[src/rtl/stack_seq_pkg.sv]
// Shared encodings for the stack access sequencer: request codes, stack-pointer
// strobe codes, reset stack pointer and the sequencer's local state encoding.
package stack_seq_pkg;

  localparam logic [2:0] CMD_NOP  = 3'd0;
  localparam logic [2:0] CMD_PUSH = 3'd1;
  localparam logic [2:0] CMD_POP  = 3'd2;
  localparam logic [2:0] CMD_CALL = 3'd3;
  localparam logic [2:0] CMD_RET  = 3'd4;

  localparam logic [3:0] RAM_SEL_NONE = 4'h0;
  localparam logic [3:0] WR_RAM_STACK = 4'h1;
  localparam logic [3:0] RD_RAM_STACK = 4'h2;

  localparam logic [7:0] RST_SP = 8'h07;

  typedef enum logic [2:0] {
    ST_IDLE = 3'd0,
    ST_WR1  = 3'd1,
    ST_WR2  = 3'd2,
    ST_RD1  = 3'd3,
    ST_RD2  = 3'd4,
    ST_CAP1 = 3'd5,
    ST_CAP2 = 3'd6
  } state_t;

  function automatic logic cmd_is_valid(input logic [2:0] c);
    return (c == CMD_PUSH) || (c == CMD_POP) || (c == CMD_CALL) || (c == CMD_RET);
  endfunction

  function automatic logic cmd_is_write(input logic [2:0] c);
    return (c == CMD_PUSH) || (c == CMD_CALL);
  endfunction

endpackage

[src/rtl/stack_seq.sv]
// Stack access sequencer: turns PUSH/POP/CALL/RET requests into internal-RAM
// cycles addressed from the stack pointer, strobing the pointer in lock-step.
module stack_seq
  import stack_seq_pkg::*;
#(
  parameter int RD_LAT = 1
) (
  input  logic        clock,
  input  logic        reset,
  input  logic        cmd_valid,
  input  logic [2:0]  cmd,
  input  logic [7:0]  cmd_data,
  input  logic [15:0] pc_in,
  input  logic [7:0]  sp_in,
  input  logic        flag_clr,
  input  logic [7:0]  ram_rdata,
  output logic [3:0]  ram_sel,
  output logic [7:0]  ram_addr,
  output logic [7:0]  ram_wdata,
  output logic        ram_we,
  output logic        ram_rd,
  output logic        busy,
  output logic        done,
  output logic [7:0]  pop_data,
  output logic [15:0] pc_out,
  output logic        ovf,
  output logic        udf
);

  if (RD_LAT != 1) begin : g_lat_check
    $error("stack_seq supports RD_LAT=1 only");
  end

  state_t      state_reg, state_next;
  logic [2:0]  cmd_reg;
  logic [7:0]  data_reg;
  logic [15:0] pc_reg;
  logic [7:0]  addr_reg, addr_next;
  logic [7:0]  wdata_reg, wdata_next;
  logic        we_cyc, rd_cyc;
  logic        done_reg, done_next;
  logic        accept;
  logic [7:0]  pop_reg;
  logic [15:0] pc_out_reg;
  logic [7:0]  sp_inc;
  logic [1:0]  flag_set, flag_reg;

  // Pushes are pre-increment: the target is always one above the live pointer.
  assign sp_inc = sp_in + 8'd1;

  always_comb begin
    state_next = state_reg;
    we_cyc     = 1'b0;
    rd_cyc     = 1'b0;
    addr_next  = addr_reg;
    wdata_next = wdata_reg;
    done_next  = 1'b0;
    accept     = 1'b0;
    case (state_reg)
      ST_IDLE: begin
        if (cmd_valid && cmd_is_valid(cmd)) begin
          accept     = 1'b1;
          state_next = cmd_is_write(cmd) ? ST_WR1 : ST_RD1;
        end
      end
      ST_WR1: begin
        we_cyc     = 1'b1;
        addr_next  = sp_inc;
        wdata_next = (cmd_reg == CMD_CALL) ? pc_reg[7:0] : data_reg;
        if (cmd_reg == CMD_CALL) begin
          state_next = ST_WR2;
        end else begin
          state_next = ST_IDLE;
          done_next  = 1'b1;
        end
      end
      ST_WR2: begin
        we_cyc     = 1'b1;
        addr_next  = sp_inc;
        wdata_next = pc_reg[15:8];
        state_next = ST_IDLE;
        done_next  = 1'b1;
      end
      ST_RD1: begin
        rd_cyc     = 1'b1;
        addr_next  = sp_in;
        state_next = (cmd_reg == CMD_RET) ? ST_RD2 : ST_CAP1;
      end
      ST_RD2: begin
        rd_cyc     = 1'b1;
        addr_next  = sp_in;
        state_next = ST_CAP2;
      end
      ST_CAP1, ST_CAP2: begin
        state_next = ST_IDLE;
        done_next  = 1'b1;
      end
      default: state_next = ST_IDLE;
    endcase
  end

  always_ff @(posedge clock or posedge reset) begin
    if (reset) begin
      state_reg  <= ST_IDLE;
      cmd_reg    <= CMD_NOP;
      data_reg   <= 8'h00;
      pc_reg     <= 16'h0000;
      addr_reg   <= 8'h00;
      wdata_reg  <= 8'h00;
      done_reg   <= 1'b0;
      pop_reg    <= 8'h00;
      pc_out_reg <= 16'h0000;
    end else begin
      state_reg <= state_next;
      addr_reg  <= addr_next;
      wdata_reg <= wdata_next;
      done_reg  <= done_next;
      if (accept) begin
        cmd_reg  <= cmd;
        data_reg <= cmd_data;
        pc_reg   <= pc_in;
      end
      // Read data trails ram_rd by one clock, so each capture sits one state late.
      if (state_reg == ST_CAP1) pop_reg <= ram_rdata;
      if (state_reg == ST_RD2)  pc_out_reg[15:8] <= ram_rdata;
      if (state_reg == ST_CAP2) pc_out_reg[7:0]  <= ram_rdata;
    end
  end

  // Bit 0 is overflow (write at FFh), bit 1 underflow (read at or below RST_SP).
  assign flag_set[0] = we_cyc && (sp_in == 8'hFF);
  assign flag_set[1] = rd_cyc && (sp_in <= RST_SP);

  for (genvar gi = 0; gi < 2; gi++) begin : g_flag
    logic flag_q;
    always_ff @(posedge clock or posedge reset) begin
      if (reset) begin
        flag_q <= 1'b0;
      end else if (flag_set[gi]) begin
        flag_q <= 1'b1;
      end else if (flag_clr) begin
        flag_q <= 1'b0;
      end
    end
    assign flag_reg[gi] = flag_q;
  end

  assign ram_sel   = we_cyc ? WR_RAM_STACK : (rd_cyc ? RD_RAM_STACK : RAM_SEL_NONE);
  assign ram_we    = we_cyc;
  assign ram_rd    = rd_cyc;
  assign ram_addr  = addr_next;
  assign ram_wdata = wdata_next;
  assign busy      = (state_reg != ST_IDLE);
  assign done      = done_reg;
  assign pop_data  = pop_reg;
  assign pc_out    = pc_out_reg;
  assign ovf       = flag_reg[0];
  assign udf       = flag_reg[1];

endmodule

[config.mk]
export PLATFORM = sky130hd
export DESIGN_NAME = stack_seq
export DESIGN_NICKNAME = d
export VERILOG_FILES = /design/src/rtl/stack_seq_pkg.sv /design/src/rtl/stack_seq.sv
export SDC_FILE = /design/constraint.sdc
export NUM_CORES = 1
export LEC_CHECK = 0
export BUFFER_PORTS_ARGS = -buffer_cell sky130_fd_sc_hd__buf_4
export CAP_MARGIN = 0
export CORE_MARGIN = 1.5
export CORE_UTILIZATION = 40
export DETAILED_ROUTE_END_ITERATION = 16
export GPL_ROUTABILITY_DRIVEN = 0
export GPL_TIMING_DRIVEN = 0
export PLACE_DENSITY = 0.69
export SKIP_CTS_REPAIR_TIMING = 1
export SLEW_MARGIN = 10
export SYNTH_ARGS = -nofsm -noshare
export SYNTH_HDL_FRONTEND = slang
export SYNTH_SLANG_ARGS = --single-unit
export TNS_END_PERCENT = 50
[constraint.sdc]
create_clock -name clock -period 4.94 [get_ports clock]
set_clock_uncertainty 0.2 [all_clocks]
set_input_delay 0.494 -clock clock [delete_from_list [all_inputs] [get_ports clock]]
set_output_delay 0.494 -clock clock [all_outputs]
set_load 0.01 [all_outputs]
-- Yosys cells after proc, flatten, opt, wreduce, memory -nomap -nowiden
Cells that the tools add are included.
Widths: inputs -> output; s select.
- add/subtract/negate cells: 1
- multipliers: 0
- divide/modulo/power cells: 0
- order comparisons: 1
- equality and inequality tests: 14
- shifts and indexed selects: 0
- mux-type cells: 19
- bitwise operators: 0
- reduce and logical (&&, ||, !) cells: 14
- operator list (cell ; number):
    $pmux 8 s2 ; 2
    $eq 3x2->1 const B ; 5
    $eq 3x3->1 const B ; 5
    $pmux 3 s4 ; 1
    $mux 1 ; 9
    $add 8x1->8 const B ; 1
    $eq 8x8->1 const B ; 1
    $le 8x3->1 const B ; 1
    $mux 2 ; 4
    $mux 8 ; 1
    $eq 3x1->1 const B ; 2
    $logic_or 1x1->1 ; 4
    $reduce_bool 2->1 ; 2
    $reduce_or 2->1 ; 2
    $logic_and 1x1->1 ; 3
    $logic_not 3->1 ; 1
    $mux 3 ; 1
    $reduce_bool 3->1 ; 1
    $reduce_or 3->1 ; 1
    $ne 2x2->1 const B ; 1
    $pmux 1 s2 ; 1
- register bits: 73
- latch bits: 0
- memory bits (writable): 0
- bits in read-only memories: 0
- bits of input ports: 47
- output and inout bits: 50
- logic and storage cells: 61
- memories: 0

-- Longest topological paths before layout
Gate-level depths: netlist of the first run.
- word-level depth: 7
- depth in mapped cells: 7
- mapped depth without buffers: 5

-- Least setup slack after synthesis of the first run
OpenSTA, ideal clock, no wires.
- path kind: input to output
- from: input sp_in[2]
- to: output ram_addr[5]
- arrival time: 1.539 ns
- data required time: 4.246 ns
- path slack: 2.707 ns
- stages on the path: 5
- path buffers: 1
- cell sequence: clkbuf_2 and4_1 a41oi_1 nor2_1 o32ai_1
- longest elaborated chain between the ends: 2
- ends and longest elaborated chain (item ; RTL line ; RTL):
    start: declaration ; stack_seq.sv:14 ; input logic [7:0] sp_in,
    $add 8x1->8 ; stack_seq.sv:49 ; assign sp_inc = sp_in + 8'd1;
    $pmux 8 s2 ; stack_seq.sv:59 ; case (state_reg)
    end: declaration ; stack_seq.sv:18 ; output logic [7:0] ram_addr,
Every way passes these cells.

-- Final worst setup path of the first run
- from: register state_reg[1]
- to: output ram_wdata[2]
- longest elaborated chain between the ends: 2
- elaborated cells on any way between the ends: 3
- classes of those cells: eq/ne (2); mux (1)
- ends and longest elaborated chain (item ; RTL line ; RTL):
    start: declaration ; stack_seq.sv:34 ; state_t state_reg, state_next;
    start signal: assignment ; stack_seq.sv:114 ; state_reg <= state_next;
    $eq 3x2->1 / $eq 3x1->1 (equally long branches) ; stack_seq.sv:59 ;
    $pmux 8 s2 * ; stack_seq.sv:59 ;
    end: declaration ; stack_seq.sv:19 ; output logic [7:0] ram_wdata,
Mark *: on every way between the ends. The rest lies on a longest branch, timed or not.

==> results.txt, run 1 <==
- Data on the critical path arrives at its endpoint at around 2.2 ns.
* Number of cells traversed by the worst register-to-register path: 7
* Worst rel slew slack: 0.545
- The startpoint identified for the worst register-to-register timing path is state_reg[1]$_DFFE_PP0P_.
- Core outline area: between 0.008 and 0.009 mm2
* Critical Path Source Type: register
- The via count of the first global-routing pass is 2778.
* Total DRC errors in the routed layout: 0
- Derived from the worst setup path, the maximum achievable clock frequency is approximately 0.34 GHz.
- Synthesis instantiated 55 different standard cells from the library.
* Worst hold path stage count: 2
* Final global-route overflow total: 0
- Wires add up to roughly 8600 um.
- Most frequent cells in the layout: sky130_fd_sc_hd__buf_4 (101), sky130_fd_sc_hd__dfrtp_1 (73), sky130_fd_sc_hd__mux2_2 (31)
- Worst-path cell with the longest stage delay: sky130_fd_sc_hd__dfrtp_1
- Mapped Area: 0.00355 mm2
* Fill cell instance count of the final layout: between 800 and 900
- Number of standard cells after synthesis: slightly below 300
* Via Count: between 2k and 3k
- Die height: ~100 um
* Cts bufs inserted: 9
- Vias per std cell: between 5 and 6
* Post-layout utilization of the core: 0.533
- The Yosys step of the flow raised 0 warnings.
- Critical path cell sequence: buf_6, nand2b_4, buf_4, a21oi_1, buf_2, nor2_1, a41oi_1, buf_4
* Width of the chip: slightly below 100 um
- Leaving out fill and tap cells, the most frequent cell in the layout is sky130_fd_sc_hd__buf_4.
* CP Class: register to primary output
- Port bufs: 93
- For the worst-skew pair, the clock arrives at the later sink with an insertion delay of ~0.35 ns.
* Fraction of final layout cells sized beyond drive strength 1: 0.462
- Final setup violation count: 0
- STA classifies the critical path endpoint as a primary output.
* Total die area: between 0.009 and 0.01 mm2
* Hold Path Sink: udf$_DFFE_PP0P_
- Path category of the worst min-delay check: primary input to register
- Detailed placement ended at an HPWL of 6110 um.
* I/O pin count: 97
- TritonCTS built the clock tree.
- Synthesis-stage register bit count: 73
- The cell sitting at the root of the clock tree is a sky130_fd_sc_hd__clkbuf_8.
* Fraction of the yosys area taken by sequential cells: 0.514
* R2r endpoint: wdata_reg[6]$_DFF_PP0_
- Routed len/inst: 16.9 um
- The worst register-to-register path has a setup slack of 2.93 ns.
- The area growth from synthesis to layout is 30.4%.
- Dividing total power by cell area gives a power density of ~690 mW/mm2.
* Maxcap violations: 0
- The first routing iteration left around 110 violations.
- The run finished with clean final reports.
* Leak pwr: between 2 and 2.5 nW
- The number of antenna violations at the first check in global routing was 0.
* Most used cell, CP: sky130_fd_sc_hd__buf_4
* Family with the most delay on the worst path: buffers and inverters
- Number of H-tree levels: 3
- Tmin final: roughly 2.9 ns
* RSZ-0062 raised after global routing: no
- The number of buffers and inverters on the critical path is 4.
* Hold Fails Final Rpt: 0
- The clock net in this run drives a total of 73 sinks.
- The initial utilization of the core area, before any placement, comes to 0.409.
* Cell row count: 34
- Number of antenna diodes: 0
- Fin crit share: 0.592
- In this run the worst path has a maximum fanout of 11.
* Post-Syn Area per Cell: about 12 um2
- Pre-antenna DRT Iters: 4
- Slowest stage delay, CP: approximately 0.41 ns
- In this run the remaining antenna-violating nets after routing total 0.
- Worst EP required: about 4.3 ns
- Setup total negative slack on the finished layout was measured at 0 ns.
* Post-CTS clock slew at the launch and capture registers of the worst setup and hold paths: around 0.09 ns
* Worst-case clock buffer depth: 2
* Prevailing post-synth register cell: sky130_fd_sc_hd__dfrtp_1
- Proportion of register bits with asynchronous set or reset after synthesis: 1.00
- Largest net degree at the start of global routing: 40
* Final layout net count: between 400 and 500
- At the pin with the least slew margin, the transition time is 0.678 ns.
* Overall Global Routing Usage: 0.186
- In this run the most critical hold path is launched from flag_clr.
* Peak ir drop on the vdd network: 340 uV
* Final max-slew violation count: 0
- Wire length of the first global-routing pass: approximately 14000 um
- The synthesized design contains 0 enable-type register cells.
## cell families after synthesis
logic type,share of synthesized area
AO/OA/AOI/OAI,0.126
other,0.00106
multiplexers,0.197
AND/OR/NAND/NOR,0.0997
adder cells (fa/ha/maj),0.00634
flip-flops,0.514
buffers and inverters,0.0553
## layout make-up
| class | count | area (um2) | share of cell area |
|---|---|---|---|
| repair buffers | 95 | 728 | 0.157 |
| inverters | 12 | 47.5 | 0.0103 |
| clock inverters | 7 | 85.1 | 0.0184 |
| clock buffers | 9 | 124 | 0.0268 |
| well taps | 108 | 135 | 0.0292 |
| multi-input cells | 187 | 1530 | 0.331 |
| flip-flops and latches | 73 | 1830 | 0.395 |
| plain buffers | 20 | 151 | 0.0327 |
## cell usage after synthesis (5+ instances only)
cell                       n  area share
sky130_fd_sc_hd__o21ai_0  12       0.017
sky130_fd_sc_hd__mux2_4   20       0.085
sky130_fd_sc_hd__a21oi_1  14       0.020
sky130_fd_sc_hd__nor2_1   12       0.013
sky130_fd_sc_hd__mux2_2   31       0.098
sky130_fd_sc_hd__inv_1    11       0.012
sky130_fd_sc_hd__mux2i_1   5       0.014
sky130_fd_sc_hd__o22ai_1   5      0.0088
sky130_fd_sc_hd__nand2_1  23       0.024
sky130_fd_sc_hd__a41oi_1   8       0.020
sky130_fd_sc_hd__nand3_1   6      0.0085
sky130_fd_sc_hd__dfrtp_1  73        0.51
sky130_fd_sc_hd__buf_4     8       0.017
## worst max-delay path by stage
| stage | cells after the start | start | endpoint |
|---|---|---|---|
| floorplan | 1 | reset | addr_reg[0]$_DFF_PP0_ |
| finish | 8 | state_reg[1]$_DFFE_PP0P_ | ram_wdata[2] |
| detailed placement | 8 | state_reg[1]$_DFFE_PP0P_ | ram_wdata[3] |
| global placement | 2 | reset | addr_reg[5]$_DFF_PP0_ |
| global route | 8 | state_reg[1]$_DFFE_PP0P_ | ram_wdata[5] |
| CTS | 8 | state_reg[1]$_DFFE_PP0P_ | ram_wdata[3] |
## power by group
part | switching [mW] | leakage [nW] | internal, mW
combinational | 0.773 | 1.23 | 0.866
sequential | 0.161 | 0.864 | 0.900
clock | 0.252 | 0.100 | 0.244
total | 1.19 | 2.20 | 2.01
## routing by layer
layer,vias up,track usage,part of all wire
li1,1269,-,-
met1,1340,0.234,0.43
met2,114,0.311,0.49
met3,7,0.0612,0.075
met4,0,0.0451,0.0088
met5,-,0,0
## metrics by stage
step | area (um2) | std cells | power [mW] | hold slack (ns) | setup WS (ns)
2_1_floorplan | 3550 | 292 | 2.04 | 0.276 | 2.39
3_3_place_gp | 4390 | 493 | 2.67 | 0.289 | 1.49
3_5_place_dp | 4410 | 494 | 2.72 | 0.292 | 2.41
4_1_cts | 4620 | 510 | 3.22 | -0.0360 | 2.01
5_1_grt | 4630 | 511 | 3.40 | 0.137 | 1.86
6_report | 4630 | 511 | 3.20 | 0.147 | 2.02
## worst reg2reg max path, stage by stage, from the launching register on
cell	delay (ns)
sky130_fd_sc_hd__dfrtp_1	0.41
sky130_fd_sc_hd__buf_6	0.15
sky130_fd_sc_hd__nand2b_4	0.15
sky130_fd_sc_hd__buf_4	0.18
sky130_fd_sc_hd__a21oi_1	0.16
sky130_fd_sc_hd__buf_2	0.32
sky130_fd_sc_hd__nor2_1	0.08
sky130_fd_sc_hd__a41oi_1	0.25
No activity file was read; power rests on OpenSTA's default activity.
==> inputs of run 2 (changes only) <==
--- a/config.mk
+++ b/config.mk
@@ -5,6 +5,7 @@
 export SDC_FILE = /design/constraint.sdc
 export NUM_CORES = 1
 export LEC_CHECK = 0
+export ABC_AREA = 1
 export BUFFER_PORTS_ARGS = -buffer_cell sky130_fd_sc_hd__buf_4
 export CAP_MARGIN = 0
 export CORE_MARGIN = 1.5
@@ -12,7 +13,7 @@
 export DETAILED_ROUTE_END_ITERATION = 16
 export GPL_ROUTABILITY_DRIVEN = 0
 export GPL_TIMING_DRIVEN = 0
-export PLACE_DENSITY = 0.69
+export PLACE_DENSITY = 0.72
 export SKIP_CTS_REPAIR_TIMING = 1
 export SLEW_MARGIN = 10
 export SYNTH_ARGS = -nofsm -noshare
==> constraint.sdc (replaced) <==
create_clock -name clock -period 2.5 [get_ports clock]
set_clock_uncertainty 0.2 [all_clocks]
set_input_delay 0.25 -clock clock [delete_from_list [all_inputs] [get_ports clock]]
set_output_delay 0.25 -clock clock [all_outputs]
set_load 0.01 [all_outputs]
==> run 2 against run 1 <==
Against the previous run: the run now ends with negative hold slack left; sequential share of layout area down 0.46 points; critical endpoint is now ram_wdata[5]; non-clock buffer count up 22; final area up 1.2%; combinational power up 73%; count of clock-buffer cells in the layout up 2.
==> results.txt, run 2 <==
- Port bufs: 94
- The floorplan step defined a die boundary enclosing between 0.008 and 0.009 mm2.
- Number of standard cells after synthesis: 400
- Dividing the detail-routed wire length by the instance count gives ~14 um.
- Number of antenna diodes: 0
* I/O pin count: between 90 and 100
- Counting the fill cells in the layout gives 754.
- For this block, the initial DRC count from the detailed router was between 100 and 150.
* Arrival @ worst endpoint: roughly 1.9 ns
* Tmin final: 2.36 ns
* Most frequent cells in the layout: sky130_fd_sc_hd__nand2_1 (147), sky130_fd_sc_hd__buf_4 (98), sky130_fd_sc_hd__dfrtp_1 (73)
- Maxcap violations: 0
- By instance count, the leading cell after synthesis is sky130_fd_sc_hd__nand2_1.
- Post-Syn Area per Cell: about 8.4 um2
* Cell row count: 33
* Synth Area in Adders: 0.00374
* Maximum net fanout on the critical path: 10
- Counting flops and latches in the post-synthesis netlist gives 73.
* Ranking of synthesized cells by instance count: sky130_fd_sc_hd__nand2_1 (147), sky130_fd_sc_hd__dfrtp_1 (73), sky130_fd_sc_hd__o21ai_0 (39)
- Top post-synthesis cells by area: sky130_fd_sc_hd__dfrtp_1 (55%), sky130_fd_sc_hd__nand2_1 (16%), sky130_fd_sc_hd__o21ai_0 (5.8%)
- Total power for the finished layout comes to 5.92 mW.
- Cts bufs inserted: 9
- Core outline area: roughly 0.0082 mm2
- Of the total synthesized cell area, the portion taken by XOR and XNOR cells is 0.
* Most used cell, CP: sky130_fd_sc_hd__nand3_1
- Prevailing post-synth register cell: sky130_fd_sc_hd__dfrtp_1
- Before antenna repair, the detailed router went through 4 iterations.
* Distinct cell type count of the synthesized netlist: 25
- Measured in cells, the most critical reg-to-reg path has a length of 7.
- In this run the worst hold path is classified as primary input to register.
* Leading cell type in the layout, fill and taps excluded: sky130_fd_sc_hd__nand2_1
- Width of the chip: roughly 94 um
- The biggest area contributor in the post-synthesis netlist is sky130_fd_sc_hd__dfrtp_1.
* Dominant combinational cell family by area after synthesis: simple AND/OR/NAND/NOR gates
* Clock tree from TritonCTS: done
- The startpoint identified for the worst register-to-register timing path is state_reg[1]$_DFFE_PP0P_.
- Worst-path cell with the longest stage delay: sky130_fd_sc_hd__dfrtp_1
* CP Class: register to primary output
- STA classifies the critical path startpoint as a register.
- Wire length reported by the detailed router: around 8600 um
- The H-tree generated during clock tree synthesis spans 3 levels.
- The tree is rooted in a sky130_fd_sc_hd__clkbuf_8.
* Number of enable-type register cells in the synthesized netlist: 0
- Setup Slack @ Placement: roughly 0.42 ns
* Total DRC errors in the routed layout: 0
* Overall Global Routing Usage: 0.206
* Wire length of the first global-routing pass: around 14000 um
- Final max-slew violation count: 0
* Post-route setup TNS: 0 ns
- The kind of cell with the highest combined delay along the critical path is buffers and inverters.
- Simple-gate area share of the yosys netlist: 0.302
* Post-CTS clock slew at the launch and capture registers of the worst setup and hold paths: roughly 0.07 ns
- The synthesized netlist occupies a cell area of roughly 0.0033 mm2.
- RSZ-0062 raised after global routing: no
* Warning count from the yosys run: 0
* Worst hold slack: -0.0234 ns
* Area fraction in compound gates after synthesis: 0.0718
- In this run the worst setup path terminates at ram_wdata[5].
- Via Count: roughly 3.2k
* P per Cell Area: 1260 mW/mm2
- Fin crit share: 0.945
* Post-detail-place hpwl: 6240 um
- The number of antenna violations at the first check in global routing was 0.
* Vias per std cell: just under 5
- Once detail routing completed, the nets flagged for antenna violations numbered 0.
- At the worst endpoint, the required time is slightly above 2 ns.
- Counting along the longest clock path gives a buffer depth of 2.
* Slack of the worst reg-to-reg path: around 0.77 ns
* Violated checks: negative hold slack
- Of the post-synthesis cell area, the dominant cell type holds 0.546.
- Across the VDD grid, the largest voltage drop is between 600 and 700 uV.
- The share of the Yosys chip area taken by registers is 0.546.
* Stages on the worst setup path: 7
- Relative area change from synthesis to final layout: 40.0%
* Count of clock tree sinks: 73
- Of the cells placed in the final design, the portion with a size suffix greater than 1 is 0.266.
- The analysis attributes to cell leakage a power of 2.45 nW.
- Insertion delay of the later-clocked pin in the worst-skew pair: around 0.34 ns
* Outcome: finished, violations left
- Including well taps, the total number of placed cells is ~600.
* Final setup violation count: 0
- Final Instance Count excl. Fillers: about 640
- Worst setup margin: 0.138 ns
- The critical path starts at cmd_reg[2]$_DFFE_PP0P_.
- The signal on the critical path passes through inv_1, nand3_1, buf_2, o21ai_0, nand2_1, nand3_1, buf_4.
* Final layout net count: approximately 580
* Critical Path Sink Type: primary output
- Derived from the worst setup path, the maximum achievable clock frequency is roughly 0.42 GHz.
- Entering global routing, the biggest net connects 56 pins.
- The largest single stage delay on the critical path is ~0.38 ns.
- Die height: between 90 and 100 um
- After synthesis, the share of cell area in mux cells is 0.
* Hold Fails Final Rpt: 4
- The number of buffers and inverters on the critical path is 3.
* Proportion of register bits with asynchronous set or reset after synthesis: 1.00
- Summed over all layers, the global routing overflow is 0.
- Number of global-route vias before repair: around 2.9k
- R2r endpoint: wdata_reg[0]$_DFF_PP0_
- Effective utilization at floorplan: 0.409
==> run 2: how the worst min path moves through the flow <==
stage                               start  depth (start not counted)  slack, ns                      end
global route                  cmd_data[0]                          3      0.001  data_reg[0]$_DFFE_PP0P_
global placement    pc_reg[6]$_DFFE_PP0P_                          2       0.25    pc_reg[6]$_DFFE_PP0P_
CTS                                 reset                          2      -0.35          ovf$_DFFE_PP0P_
floorplan                        sp_in[7]                          2       0.19          ovf$_DFFE_PP0P_
detailed placement                  reset                          2       0.02    addr_reg[0]$_DFF_PP0_
finish                           pc_in[9]                          3      -0.02    pc_reg[9]$_DFFE_PP0P_
==> run 2: logic make-up after synthesis <==
logic type	after synthesis
AOI/OAI and AO/OA	44
adders and majority gates	1
buffers and inverters	53
DFF	73
other	1
and+or+nand+nor	228
==> run 2: area by class of cell <==
type                    instances  area [um2]  area share
well taps                     105         131      0.0280
clock inverters                 4        76.3      0.0163
repair buffers                118         963       0.206
clock buffers                  11         151      0.0323
plain buffers                  19         128      0.0272
multi-input cells             275        1280       0.273
flip-flops and latches         73        1830       0.390
inverters                      34         130      0.0278
==> run 2: per-stage QoR <==
step	util	hold WS, ns	cell area (um2)
3_3_place_gp	0.512	0.254	4190
2_1_floorplan	-	0.193	3350
5_1_grt	0.573	0.00104	4680
6_report	0.573	-0.0234	4680
4_1_cts	0.544	-0.351	4450
3_5_place_dp	0.516	0.0240	4220
==> run 2: layer usage <==
metal	global-route usage	wire length (um)	vias up
met5	0	0	-
met2	0.324	4170	93
met4	0.0709	184	0
met1	0.284	3870	1501
li1	-	-	1557
met3	0.0403	407	21
==> run 2: power by group <==
group	internal [mW]	total (mW)	switching, mW
sequential	1.74	2.04	0.305
combinational	1.25	2.83	1.58
clock	0.613	1.04	0.431
total	3.61	5.92	2.31
==> run 2: worst min-delay path, stage by stage <==
cell,delay (ns)
sky130_fd_sc_hd__buf_4,0.08
sky130_fd_sc_hd__nand4_1,0.08
sky130_fd_sc_hd__nand2_1,0.08
